`src/rtl/sprite_store.sv`:
```
// Sprite bitmap/position store: double-buffered bitmap with serial loader,
// clamped position with deferred commit, and a shift-driven read pointer.
module sprite_store #(
   parameter int WIDTH    = 12,
   parameter int HEIGHT   = 10,
   parameter int COORD_W  = 7,
   parameter int H_BLOCKS = 80,
   parameter int V_BLOCKS = 60
) (
   input  logic               clk,
   input  logic               rst_n,
   input  logic               frame_start,
   input  logic [COORD_W-1:0] block_x,
   input  logic [COORD_W-1:0] block_y,
   input  logic               sprite_shift,
   output logic               sprite_data,
   output logic               sprite_visible,
   input  logic               load_valid,
   input  logic               load_bit,
   output logic               load_ready,
   input  logic               pos_valid,
   input  logic [COORD_W-1:0] pos_x,
   input  logic [COORD_W-1:0] pos_y
);

   localparam int N     = WIDTH * HEIGHT;
   localparam int PTR_W = (N > 1) ? $clog2(N) : 1;

   localparam logic [PTR_W-1:0]   LAST  = PTR_W'(N - 1);
   localparam logic [COORD_W-1:0] MAX_X = COORD_W'(H_BLOCKS - WIDTH);
   localparam logic [COORD_W-1:0] MAX_Y = COORD_W'(V_BLOCKS - HEIGHT);
   localparam logic [COORD_W:0]   W_EXT = (COORD_W + 1)'(WIDTH);
   localparam logic [COORD_W:0]   H_EXT = (COORD_W + 1)'(HEIGHT);

   typedef enum logic {
      S_FILL,
      S_PENDING
   } state_t;

   state_t             r_state;
   state_t             w_state_next;
   logic               w_accept;
   logic               w_commit;

   logic [N-1:0]       r_active;
   logic [N-1:0]       r_shadow;
   logic [PTR_W-1:0]   r_ptr;
   logic [PTR_W-1:0]   r_load_ptr;

   logic [COORD_W-1:0] r_cur_x;
   logic [COORD_W-1:0] r_cur_y;
   logic [COORD_W-1:0] r_pend_x;
   logic [COORD_W-1:0] r_pend_y;
   logic               r_pos_dirty;

   logic [COORD_W-1:0] w_clamp_x;
   logic [COORD_W-1:0] w_clamp_y;
   logic [COORD_W:0]   w_bx;
   logic [COORD_W:0]   w_by;
   logic [COORD_W:0]   w_cx;
   logic [COORD_W:0]   w_cy;
   logic [COORD_W:0]   w_x_end;
   logic [COORD_W:0]   w_y_end;

   // ---------------- loader FSM ----------------
   always_ff @(posedge clk or negedge rst_n) begin
      if (!rst_n) begin
         r_state <= S_FILL;
      end else begin
         r_state <= w_state_next;
      end
   end

   always_comb begin
      w_state_next = r_state;
      w_accept     = 1'b0;
      w_commit     = 1'b0;
      load_ready   = 1'b0;
      case (r_state)
         S_FILL: begin
            load_ready = 1'b1;
            w_accept   = load_valid;
            if (load_valid && (r_load_ptr == LAST)) begin
               w_state_next = S_PENDING;
            end
         end
         S_PENDING: begin
            if (frame_start) begin
               w_commit     = 1'b1;
               w_state_next = S_FILL;
            end
         end
         default: w_state_next = S_FILL;
      endcase
   end

   // A coincident frame_start during the final accepted bit sees FILL, so the
   // copy waits for the next frame_start.
   always_ff @(posedge clk or negedge rst_n) begin
      if (!rst_n) begin
         r_shadow   <= '0;
         r_active   <= '0;
         r_load_ptr <= '0;
      end else begin
         if (w_accept) begin
            r_shadow[r_load_ptr] <= load_bit;
            r_load_ptr           <= (r_load_ptr == LAST) ? '0 : r_load_ptr + 1'b1;
         end
         if (w_commit) begin
            r_active <= r_shadow;
         end
      end
   end

   // ---------------- read pointer ----------------
   always_ff @(posedge clk or negedge rst_n) begin
      if (!rst_n) begin
         r_ptr <= '0;
      end else if (frame_start) begin
         r_ptr <= '0;
      end else if (sprite_shift) begin
         r_ptr <= (r_ptr == LAST) ? '0 : r_ptr + 1'b1;
      end
   end

   assign sprite_data = r_active[r_ptr];

   // ---------------- position ----------------
   assign w_clamp_x = (pos_x > MAX_X) ? MAX_X : pos_x;
   assign w_clamp_y = (pos_y > MAX_Y) ? MAX_Y : pos_y;

   always_ff @(posedge clk or negedge rst_n) begin
      if (!rst_n) begin
         r_cur_x     <= '0;
         r_cur_y     <= '0;
         r_pend_x    <= '0;
         r_pend_y    <= '0;
         r_pos_dirty <= 1'b0;
      end else if (frame_start) begin
         if (pos_valid) begin
            r_cur_x  <= w_clamp_x;
            r_cur_y  <= w_clamp_y;
            r_pend_x <= w_clamp_x;
            r_pend_y <= w_clamp_y;
         end else if (r_pos_dirty) begin
            r_cur_x <= r_pend_x;
            r_cur_y <= r_pend_y;
         end
         r_pos_dirty <= 1'b0;
      end else if (pos_valid) begin
         r_pend_x    <= w_clamp_x;
         r_pend_y    <= w_clamp_y;
         r_pos_dirty <= 1'b1;
      end
   end

   // Extended by one bit so cur+WIDTH cannot wrap.
   assign w_bx    = {1'b0, block_x};
   assign w_by    = {1'b0, block_y};
   assign w_cx    = {1'b0, r_cur_x};
   assign w_cy    = {1'b0, r_cur_y};
   assign w_x_end = w_cx + W_EXT;
   assign w_y_end = w_cy + H_EXT;

   assign sprite_visible = (w_bx >= w_cx) && (w_bx < w_x_end) &&
                           (w_by >= w_cy) && (w_by < w_y_end);

endmodule
```
`config.mk`:
```
export PLATFORM = sky130hd
export DESIGN_NAME = sprite_store
export DESIGN_NICKNAME = d
export VERILOG_FILES = /design/src/rtl/sprite_store.sv
export SDC_FILE = /design/constraint.sdc
export NUM_CORES = 1
export LEC_CHECK = 0
export BUFFER_PORTS_ARGS = -buffer_cell sky130_fd_sc_hd__buf_2
export CAP_MARGIN = 20
export CELL_PAD_IN_SITES_DETAIL_PLACEMENT = 0
export CELL_PAD_IN_SITES_GLOBAL_PLACEMENT = 2
export CORE_UTILIZATION = 47
export CTS_CLUSTER_SIZE = 10
export DETAILED_ROUTE_END_ITERATION = 8
export PLACE_DENSITY_LB_ADDON = 0.1
export SYNTH_ARGS = -nofsm -noshare
export SYNTH_HDL_FRONTEND = slang
export SYNTH_SLANG_ARGS = --single-unit
```
`constraint.sdc`:
```
create_clock -name clk -period 6 [get_ports clk]
set_input_delay 0.3 -clock clk [delete_from_list [all_inputs] [get_ports clk]]
set_output_delay 0.3 -clock clk [all_outputs]
set_load 0.01 [all_outputs]
```
# --- Word level (Yosys, flattened, before mapping) ---
# Cells that the tools add are included.
classes:
  add_sub_neg: 4
  bitwise_logic: 1
  muxes: 24
  n_reduce_logical: 9
  n_eq_ne: 2
  n_lt_le_gt_ge: 9
ops:
  columns: ["op", "count"]
  rows:
  - ["120-bit bitwise mux", 1]
  - ["7-bit 2-to-1 mux", 10]
  - ["7-bit by 4-bit adder with 8-bit output, second input constant", 2]
  - ["7-bit by 8-bit < comparator with 1-bit output", 2]
  - ["7-bit by 8-bit < comparator with 1-bit output, second input constant", 2]
  - ["7-bit by 1-bit adder with 7-bit output, second input constant", 2]
  - ["7-bit == test, second input constant", 2]
  - ["7-bit >= comparator", 2]
  - ["1-bit 2-to-1 mux", 10]
  - ["1-bit binary-select mux with 7-bit select", 1]
  - ["1-bit demux with 7-bit select", 1]
  - ["7-bit by 1-bit >= comparator with 1-bit output, second input constant", 1]
  - ["7-bit by 6-bit greater-than comparator with 1-bit output, second input constant", 1]
  - ["7-bit greater-than comparator, second input constant", 1]
  - ["2-bit nonzero test", 3]
  - ["1-bit logical AND", 5]
  - ["1-bit case mux with 2 select lines", 1]
  - ["2-bit AND reduction", 1]
  - ["1-bit inverter", 1]
word_totals:
  register_bits: 284
  output_inout_bits: 3
  in_bits: 35

# --- Logic depth before layout (Yosys ltp) ---
# Gate-level depths: netlist (run 1).
depth:
  ltp_word: 5
  mapped_depth: 9
  depth_no_buf: 9

# --- Least setup slack after synthesis (run 1) ---
# No wires, ideal clock.
synth_timing:
  path_kind: "reg2out"
  from: "register r_cur_y[1]"
  to: "output port sprite_visible"
  t_required_ps: 5700
  n_path_buf: 0
  setup_slack_ps: 3615
  t_arrival_ps: 2085
  path_stages_with_launch: 10
  cell_sequence: "dfrtp_1 -> ha_1 -> o21ai_0 -> xnor2_1 -> ha_1 -> nand2_1 -> nor2_1 -> a2111oi_0 -> o2bb2ai_1 -> a211oi_1"
synth_via:
  elab_chain_cells: 3
  word_cells_on_any_way: 5
synth_rtl:
  columns: ["item", "line_no", "text"]
  rows:
  - ["start: declaration", "51", "logic [COORD_W-1:0] r_cur_y;"]
  - ["start signal: assignment", "142", "r_cur_y <= w_clamp_y;"]
  - ["start signal: assignment", "147", "r_cur_y <= r_pend_y;"]
  - ["7-bit by 4-bit adder with 8-bit output or 7-bit >= comparator (tied branches)", "163, 166", null]
  - ["7-bit by 8-bit < comparator with 1-bit output or 1-bit logical AND (tied branches)", "166, 165", null]
  - ["1-bit logical AND *", "166", "(w_by >= w_cy) && (w_by < w_y_end);"]
  - ["end: declaration", "17", "output logic sprite_visible,"]
# Mark *: on every way between the ends. The rest lies on a longest branch, timed or not.

# --- Final worst setup path (run 1) ---
layout_timing:
  from: "register r_ptr[0]"
  to: "output port sprite_data"
layout_via:
  elab_chain_cells: 2
layout_rtl:
  columns: ["item", "line_no", "text"]
  rows:
  - ["start: declaration", "47", "logic [PTR_W-1:0] r_ptr;"]
  - ["start signal: assignment", "122", "r_ptr <= (r_ptr == LAST) ? '0 : r_ptr + 1'b1;"]
  - ["1-bit binary-select mux with 7-bit select", "126", "assign sprite_data = r_active[r_ptr];"]
  - ["1-bit 2-to-1 mux (not written as such)", "126", null]
  - ["end: declaration", "16", "output logic sprite_data,"]
# No other way between the ends. The select of a mux whose other input is x is not followed.

==> results of run 1 <==
## path summary, 6_finish.rpt
path	end	cells after the start
max in group asynchronous	r_shadow[114]	3
hold / removal	r_pend_y[4]	2
setup reg to reg	r_shadow[34]	6
setup / recovery	sprite_data	9
hold reg to reg	r_active[76]	1
min in group asynchronous	r_cur_y[2]	2
## power by group through the flow
stage                     registers, uW  clock network, uW  logic (uW)
after floorplan                    2170                  0         440
after CTS                          2220               1910         619
after global placement             2250                  0         600
final                              2220               1860         603
after detailed placement           2250                  0         615
after global routing               2240               1990         678
## through the flow
stage	instances	area, um^2	hold slack [ns]	util
after floorplan	1046	13200	0.00441	-
after global placement	1411	13700	0.470	0.495
after detailed placement	1412	13700	0.472	0.496
after CTS	1461	14700	0.0380	0.532
after global routing	1461	14700	0.0607	0.532
final	1461	14700	0.0550	0.532
## cell usage in the layout, fill, tap and decap left out, drive strengths merged, types with 4 or more instances in the layout
master  count
nor2b       9
nand4       4
mux4       30
o21ai      24
ha         29
mux2      254
a21o        5
nor3       13
nand2     111
inv        30
buf        47
xor2        4
xnor2       7
nand3       9
mux2i       7
a21oi      20
nand2b     11
dfrtp     284
nand3b      4
clkbuf     45
nor2       96
## per-layer routing
layer  GRT usage  share of wire  up-vias
met5           0              0        -
met4      0.0595          0.020        0
met3      0.0313          0.027       44
met2       0.337           0.46      110
met1       0.327           0.50     4100
li1            -              -     3723
## cell families (layout without fill, tap and decap cells)
family / count (synthesis) / count (layout) / share of synthesized area
AND/OR/NAND/NOR: 270 / 270 / 0.0875
flip-flops: 284 / 284 / 0.538
adder cells (fa/ha/maj): 29 / 29 / 0.0275
buffers and inverters: 87 / 124 / 0.0290
multiplexers: 291 / 291 / 0.276
AO/OA/AOI/OAI: 74 / 74 / 0.0349
XOR/XNOR: 11 / 11 / 0.00729
## sequential cells by signal, summed over array words and instances, names as in the netlist
register / count
r_cur_y: 7
r_pend_y: 7
r_active: 120
r_ptr: 7
r_state: 1
r_pos_dirty: 1
r_pend_x: 7
r_shadow: 120
r_load_ptr: 7
r_cur_x: 7
## cell usage after synthesis, drive strengths merged, types with 2 or more instances
cell type,n,share of area
mux2i,7,0.0053
o211ai,2,0.0011
nand3b,4,0.0023
a21o,5,0.0028
nand2b,11,0.0052
mux2,254,0.22
or3,3,0.0014
nand4,4,0.0019
inv,28,0.0080
o2111ai,2,0.0013
and2b,2,0.0011
dfrtp,284,0.54
a22oi,3,0.0017
a31oi,3,0.0014
xnor2,7,0.0046
ha,29,0.027
nor2,96,0.027
o21bai,2,0.0011
nor2b,9,0.0043
and2,2,0.00095
nand2,111,0.032
or2,3,0.0014
buf,16,0.0088
clkbuf,43,0.012
xor2,4,0.0027
a21oi,20,0.0079
mux4,30,0.054
nor3,13,0.0049
o21ai,24,0.0091
nand3,9,0.0034
## area by class of cell
type                    count  area [um^2]  share of cell area
clock buffers              45          945              0.0641
clock inverters             3         33.8             0.00229
inverters                  28          105             0.00713
multi-input cells         675         5750               0.390
flip-flops and latches    284         7110               0.482
well taps                 378          473              0.0321
repair buffers             48          315              0.0214
## timing repair
action	in CTS	in global routing
endpoints found under the setup margin	0	0
endpoints found under the hold margin	123	0
hold buffers	1	0
==> flow_summary_export.csv, run 1 <==
group,metric,value,unit
synth,ys_seq_elements,284,
detailed_routing,detail_route.vias_per_cell,5.46,
critical_path,cp.arrival,3.25,ns
die,fp-row-count,61,
timing,timing.final.max_slew_violations,0,
power,pwr_density_cell,318,nW/um^2
critical_path,criticalPathCategory,"flop to output port",
cts,root_buffer,"clkbuf_16",
synth,avgSynthCellArea,12.6,um^2
timing,skew,0.0173,ns
power,pwr-share-clk,0.397,
job,drv_cap,0,
timing,fin_crit,3.55,ns
synth,synth.distinct_cells,52,
finish,nFillCells,2436,
synth,synth-edff-count,0,
placed_design,numPortBuffers,37,
placed_design,place_congestion,0.779,
detailed_routing,ant_nets,0,
die,start_util,0.477,
finish,n_antenna_cell,0,
global_routing,grtUsageTotal,0.220,
synth,yosysWarnings,0,
critical_path,rr_startpoint,"r_state",
critical_path,crit_required,5.70,ns
timing,relSlewSlack,0.257,
die,die_area,28800,um^2
synth,syn-cell-area,13200,um^2
critical_path,endpoint_kind,"output port",
timing,hold_violations,0,
timing,finalWorstSetupSlack,2.45,ns
die,die_w,170,um
power,switching_share,0.271,
cts,cts_setup_buffers,0,
detailed_routing,wirelength,30100,um
critical_path,cp_num_buf_inv,2,
timing,max_freq,0.281,GHz
synth,ys_seq_area_frac,0.538,
power,ir_drop,0.235,mV
power,finalPower,4690,uW
cts,postCtsResizedCells,0,
worst_hold_path,hold_path_class,"input pin to flop",
global_routing,overflow,0,
critical_path,cp_max_fo,29,
global_routing,antenna_found_initial,0,
critical_path,startpoint,"r_ptr[0]",
cts,clk_latency,0.51,ns
detailed_routing,vias,7977,
detailed_routing,dr.pass1.iters,4,
critical_path,crit_family,"multiplexers",
global_routing,grt_pass1_wl,48000,um
cts,cts.clk_slew.worst_paths,0.06,ns
die,fp.dieH,170,um
critical_path,path_cells,"buf_4 > mux4_1 > mux2i_1 > o211ai_1 > a21oi_2 > o21ai_1 > a2bb2oi_1 > a31oi_1 > buf_2",
cts,htreeDepth,2,
detailed_routing,wire_per_inst,20.6,um
detailed_routing,drc,0,
timing,setup_viol,0,
synth,ys_async_sr_fraction,1.00,
placed_design,dp_hpwl,19000,um
power,p_seq_frac,0.474,
finish,final_net_count,1136,
detailed_routing,drt_iter0_drc,444,
timing,fin_crit_sh,0.592,
timing,rsz0062_at_grt,"false",
die,core-area,27700,um^2
synth,synth_nets,1110,
timing,tightest_slew,1.11,ns
cts,numCtsBuffers,35,
global_routing,grt_max_degree,162,
timing,final.setup.tns,0,ns
cts,cts_tree,"yes",
power,power_frac_comb,0.129,
synth,dominantRegCellSynth,"dfrtp_1",
finish,area_delta_synth_final,11.5,%
power,p_leak,0.00704,uW
worst_hold_path,min_from,"pos_y[4]",
critical_path,crit_path_start_kind,"flop",
synth,netlist_instances,1046,
finish,drive_gt1_frac,0.341,
run_status,status,"completed",
cts,clk_path_buf_depth,3,
critical_path,max_stage_delay,0.61,ns
critical_path,reg2reg_slack,3.41,ns
power,cell_internal_pwr,3420,uW
placed_design,place_ws,2.95,ns
die,io_pins,38,
critical_path,worst_path_max_delay_cell,"mux4_1",
cts,cts_sinks,284,
power,p_switching,1270,uW
global_routing,grt_pass1_vias,8083,
(Power assumes the default switching activity.)
==> inputs of run 2 (changes only) <==
- ABC_AREA: not set -> 1
- CORE_UTILIZATION: 47 -> 36
- clock period: 6 -> 3.1 ns (I/O delays scaled with it)
==> run 2 against run 1 <==
Compared with the run above: the run now ends with design-rule violations left; clock skew down 0.0063 ns; via count up 25%; critical path type unchanged; total power up 150%; cell area up 2.1%; die area up 30%; largest cell class unchanged; area after synthesis down 0.44%; routed wire length up 19%; sequential cell count unchanged; clock power up 96%; highest routed layer unchanged; final cell count up 32%; count of clock-buffer cells in the layout unchanged.
==> flow_summary_export.csv, run 2 <==
group,metric,value,unit
global_routing,antenna_found_initial,0,
detailed_routing,dr.pass1.iters,9,
timing,relSlewSlack,0.410,
die,die_w,193,um
detailed_routing,drt_iter0_drc,533,
synth,ys_seq_elements,284,
detailed_routing,detail_route.vias_per_cell,5.15,
finish,area_delta_synth_final,14.3,%
run_status,failed_checks,"design-rule violations",
synth,netlist_instances,1433,
finish,top_regs,"r_active x120, r_shadow x120",
detailed_routing,drc,5,
timing,tightest_slew,0.884,ns
cts,cts_setup_buffers,0,
die,start_util,0.368,
synth,synth_common_cells,"284 x dfrtp_1, 203 x nand2_1, 179 x a21oi_1",
critical_path,crit_path_start_kind,"flop",
timing,fin_crit_sh,0.924,
cts,cts_tree,"yes",
power,ir_drop,0.446,mV
synth,yosysTopAreaCell,"dfrtp_1",
synth,yosysWarnings,0,
finish,final_cell_area,15000,um^2
finish,final_net_count,1525,
synth,syn-cell-area,13200,um^2
global_routing,grt_max_degree,121,
synth,dominantRegCellSynth,"dfrtp_1",
critical_path,crit_required,2.94,ns
synth,avgSynthCellArea,9.18,um^2
cts,root_buffer,"clkbuf_16",
detailed_routing,wirelength,36000,um
placed_design,numPortBuffers,37,
detailed_routing,ant_nets,0,
power,pwr_density_cell,767,nW/um^2
critical_path,criticalPathCategory,"flop to output port",
critical_path,endpoint_kind,"output port",
finish,mostFrequentLayoutCells,"283 x dfrtp_1, 202 x nand2_1, 179 x a21oi_1",
synth,yosysTopAreaCellShare,0.540,
die,fp-row-count,69,
finish,final_common_cell,"dfrtp_1",
global_routing,overflow,0,
worst_hold_path,min_from,"pos_y[2]",
global_routing,grt_pass1_vias,9681,
critical_path,cp_max_fo,8,
critical_path,startpoint,"r_ptr[2]",
detailed_routing,vias,9943,
cts,clk_path_buf_depth,3,
die,die_area,37300,um^2
critical_path,rr_startpoint,"r_state",
placed_design,placed_cells,1869,
timing,timing.final.max_slew_violations,0,
finish,fin_cells,1932,
synth,ys_async_sr_fraction,1.00,
critical_path,cp.arrival,2.71,ns
run_status,status,"finished, violations left",
synth,synth_nets,1497,
timing,max_freq,0.349,GHz
finish,drive_gt1_frac,0.149,
finish,n_antenna_cell,0,
cts,clk_latency,0.51,ns
timing,rsz0062_at_grt,"false",
synth,synth.distinct_cells,33,
synth,ys_top_cells_by_area,"dfrtp_1 54%, a21oi_1 6.8%, mux2_2 6.3%, nand2_1 5.8%, a31oi_1 5.3%",
global_routing,grtUsageTotal,0.201,
cts,cts.clk_slew.worst_paths,0.06,ns
worst_hold_path,hold_path_class,"input pin to flop",
die,fp.dieH,193,um
die,core-area,35700,um^2
cts,cts_sinks,284,
placed_design,place_congestion,0.778,
synth,synth-edff-count,0,
timing,hold_violations,0,
synth,ys_seq_area_frac,0.540,
synth,synth_most_common_cell,"dfrtp_1",
detailed_routing,wire_per_inst,18.6,um
global_routing,grt_pass1_wl,57400,um
timing,final.setup.tns,0,ns
placed_design,placed_area,13900,um^2
cts,htreeDepth,2,
die,io_pins,38,
cts,numCtsBuffers,35,
placed_design,dp_hpwl,22900,um
timing,fin_crit,2.86,ns
power,p_leak,0.00733,uW
timing,skew,0.0110,ns
job,drv_cap,0,
timing,setup_viol,0,
## run 2: cell types whose count changed in the layout (fill, tap and decap cells not counted), moves of 15 or more
cell	previous run	this run
a21oi_1	19	179
a31oi_1	3	111
dlygate4sd3_1	1	16
inv_1	28	101
mux2_2	254	74
mux4_2	19	0
nand2_1	110	202
nand3_1	9	57
nor2_1	96	161
nor2_2	0	15
o21ai_0	22	69
## run 2: report_power, final
part / internal [uW] / switching (uW) / total (uW)
Clock: 2170 / 1470 / 3650
Combinational: 933 / 1740 / 2670
Sequential: 4700 / 513 / 5220
Total: 7810 / 3720 / 11500
## run 2: layout make-up
class | count | area (um^2)
fillers | 3592 | 20700
clock buffers | 45 | 976
inverters | 114 | 429
repair buffers | 84 | 688
well taps | 461 | 577
clock inverters | 2 | 10.0
multi-input cells | 942 | 5250
flip-flops and latches | 284 | 7110
## run 2: path summary, 6_finish.rpt
| path | to | slack (ns) | cells after the start |
|---|---|---|---|
| min in group asynchronous | r_cur_x[0] | 0.19 | 2 |
| max reg2reg | r_load_ptr[5] | 0.92 | 6 |
| max | sprite_data | 0.24 | 11 |
| min reg2reg | r_active[107] | 0.48 | 2 |
| min | r_pend_y[2] | 0.03 | 3 |
| max in group asynchronous | r_active[90] | 1.97 | 3 |
## run 2: cells by family (layout without fill, tap and decap cells)
family	after synthesis	in the layout	synth area share
simple gates	458	458	0.144
xor+xnor	10	10	0.00666
buf+inv	207	245	0.0644
compound gates	371	371	0.154
flops	284	284	0.540
mux	74	74	0.0633
fa+ha+maj	29	29	0.0276
## run 2: layer usage
metal | vias up | wire length, um | GRT usage
li1 | 4915 | - | -
met1 | 4821 | 18000 | 0.293
met2 | 164 | 16400 | 0.317
met3 | 43 | 1070 | 0.0262
met4 | 0 | 582 | 0.0460
met5 | - | 0 | 0
## run 2: worst max-delay path, stage by stage (launching register included)
cell and delay (ns):
dfrtp_1 0.49, inv_1 0.12, nor2_1 0.64, nand2_1 0.11
nand2_1 0.08, nor2_1 0.06, nand2_1 0.06, nand2_1 0.04
nor2_1 0.13, nor2_1 0.07, nor2_1 0.21, buf_2 0.19
## run 2: timing repair
action,CTS,global route
hold buffers,16,0
resized for setup,0,1
endpoints found under the hold margin,75,0
setup endpoints to repair,0,1
## run 2: through the flow
step	hold WS, ns	utilization	power [uW]	setup WS [ns]
after floorplan	-0.141	-	7030	1.13
final	0.0311	0.421	11500	0.235
after global placement	0.135	0.389	7930	0.613
after global routing	0.0493	0.421	12300	0.0580
after detailed placement	0.134	0.389	7970	0.664
after CTS	0.0240	0.421	11700	0.0936
==> inputs of run 3 (changes only) <==
- ABC_AREA: 1 -> 0
- CORE_UTILIZATION: 36 -> 40
==> run 3 against run 2 <==
Compared with the run above: via count decreased by 18%; non-clock buffer count fell by 2; global-route usage down 0.078 points; die area fell by 9.5%; final cell count shrank 19%; largest cell class unchanged; register-to-register slack about the same; cell area rose by 0.97%; the run now ends clean; routed wire length decreased by 10%; combinational power decreased by 54%; sequential cell count unchanged; critical path depth shrank 2.
==> flow_summary_export.csv, run 3 (same netlist as run 1, synthesis figures left out) <==
group,metric,value,unit
run_status,status,"completed",
timing,fin_crit,2.91,ns
global_routing,grt_max_degree,121,
detailed_routing,wirelength,32200,um
timing,timing.final.max_slew_violations,0,
cts,clk_path_buf_depth,3,
cts,cts_tree,"yes",
timing,skew,0.0189,ns
detailed_routing,dr.pass1.iters,4,
power,pwr_density_cell,605,nW/um^2
finish,drive_gt1_frac,0.351,
timing,tightest_slew,0.849,ns
detailed_routing,ant_nets,0,
finish,top_regs,"r_active x120, r_shadow x120",
power,p_switching,2440,uW
critical_path,path_cells,"buf_12 > mux4_2 > a22oi_1 > o211ai_1 > a21oi_2 > o21ai_1 > a2bb2oi_1 > a31oi_1 > buf_2",
job,drv_cap,0,
critical_path,max_stage_delay,0.52,ns
placed_design,numPortBuffers,37,
cts,clk_latency,0.50,ns
cts,root_buffer,"clkbuf_16",
critical_path,cp.arrival,2.76,ns
placed_design,dp_hpwl,20900,um
timing,setup_viol,0,
power,cell_internal_pwr,6760,uW
cts,cts_sinks,284,
die,start_util,0.406,
finish,mostFrequentLayoutCells,"282 x dfrtp_1, 254 x mux2_2, 110 x nand2_1",
timing,max_freq,0.344,GHz
die,io_pins,38,
worst_hold_path,hold_path_class,"input pin to flop",
critical_path,criticalPathCategory,"flop to output port",
power,switching_share,0.265,
global_routing,grt_pass1_wl,51100,um
timing,final.setup.tns,0,ns
finish,n_antenna_cell,0,
timing,relSlewSlack,0.429,
power,pwr-share-clk,0.401,
placed_design,place_congestion,0.787,
die,core-area,32500,um^2
global_routing,antenna_found_initial,0,
detailed_routing,wire_per_inst,20.7,um
cts,htreeDepth,2,
finish,area_delta_synth_final,14.9,%
critical_path,endpoint_kind,"output port",
die,die_area,33800,um^2
finish,final_cell_area,15200,um^2
die,fp-row-count,66,
die,die_w,184,um
critical_path,crit_path_start_kind,"flop",
critical_path,cp_max_fo,13,
critical_path,worst_path_max_delay_cell,"mux4_2",
global_routing,grtUsageTotal,0.200,
finish,final_common_cell,"dfrtp_1",
cts,cts.clk_slew.worst_paths,0.06,ns
detailed_routing,vias,8139,
worst_hold_path,holdPathStages,3,
power,power_frac_comb,0.134,
finish,fin_cells,1560,
finish,final_net_count,1170,
cts,numCtsBuffers,35,
detailed_routing,drt_iter0_drc,485,
global_routing,overflow,0,
critical_path,reg2regPathDepth,4,
power,p_seq_frac,0.465,
timing,rsz0062_at_grt,"false",
die,fp.dieH,184,um
global_routing,grt_pass1_vias,8442,
placed_design,placed_cells,1495,
timing,hold_violations,0,
placed_design,placed_area,14000,um^2
critical_path,crit_required,2.94,ns
detailed_routing,drc,0,
power,p_leak,0.00724,uW
power,ir_drop,0.507,mV
timing,fin_crit_sh,0.939,
detailed_routing,detail_route.vias_per_cell,5.22,
run 3: layer usage:
metal	vias to the layer above	global-route usage	part of all wire	wire, um
li1	3779	-	-	-
met1	4216	0.290	0.49	15700
met2	106	0.320	0.47	15200
met3	38	0.0269	0.029	919
met4	0	0.0433	0.015	483
met5	-	0	0	0
run 3: power groups by stage:
| stage | sequential (uW) | clock (uW) | combinational (uW) |
|---|---|---|---|
| floorplan | 4190 | 0 | 851 |
| global placement | 4340 | 0 | 1220 |
| detailed placement | 4350 | 0 | 1230 |
| CTS | 4280 | 3800 | 1250 |
| global route | 4320 | 3950 | 1370 |
| finish | 4280 | 3680 | 1230 |
run 3: critical path: cells and delay by family, from the launching register on:
| kind | cells | cell delay (ns) |
|---|---|---|
| AOI/OAI and AO/OA | 6 | 0.96 |
| muxes | 1 | 0.52 |
| DFF | 1 | 0.42 |
| buffers and inverters | 2 | 0.35 |
run 3: repair_timing:
item	4_1_cts	5_1_grt
gates resized for setup	0	2
hold endpoints to repair	94	0
endpoints found under the setup margin	1	1
hold buffers	15	0
setup buffers	1	0
run 3: worst paths after layout:
path                          startpoint  slack (ns)      endpoint
setup reg to reg           r_load_ptr[5]        0.91  r_shadow[88]
max in group asynchronous          rst_n        1.85   r_shadow[4]
hold / removal                  pos_y[6]        0.03   r_pend_y[5]
setup / recovery                r_ptr[0]        0.19   sprite_data
hold reg to reg             r_shadow[18]        0.49  r_active[18]
min in group asynchronous          rst_n        0.25    r_cur_x[6]
run 3: final cells by class:
class | count | area (um^2)
tap | 442 | 553
inverter | 28 | 105
clock buffer | 48 | 1010
fill | 2987 | 17400
sequential | 284 | 7110
multi-input combinational | 675 | 5740
timing repair buffer | 82 | 661
clock inverter | 1 | 5.00
run 3: through the flow:
step | power (uW) | setup slack (ns) | hold slack, ns | util
CTS | 9340 | 0.192 | 0.0245 | 0.467
detailed placement | 5570 | 0.548 | 0.226 | 0.430
global route | 9650 | 0.0245 | 0.0558 | 0.467
finish | 9190 | 0.190 | 0.0306 | 0.467
floorplan | 5040 | 0.860 | -0.141 | -
global placement | 5550 | 0.544 | 0.233 | 0.430
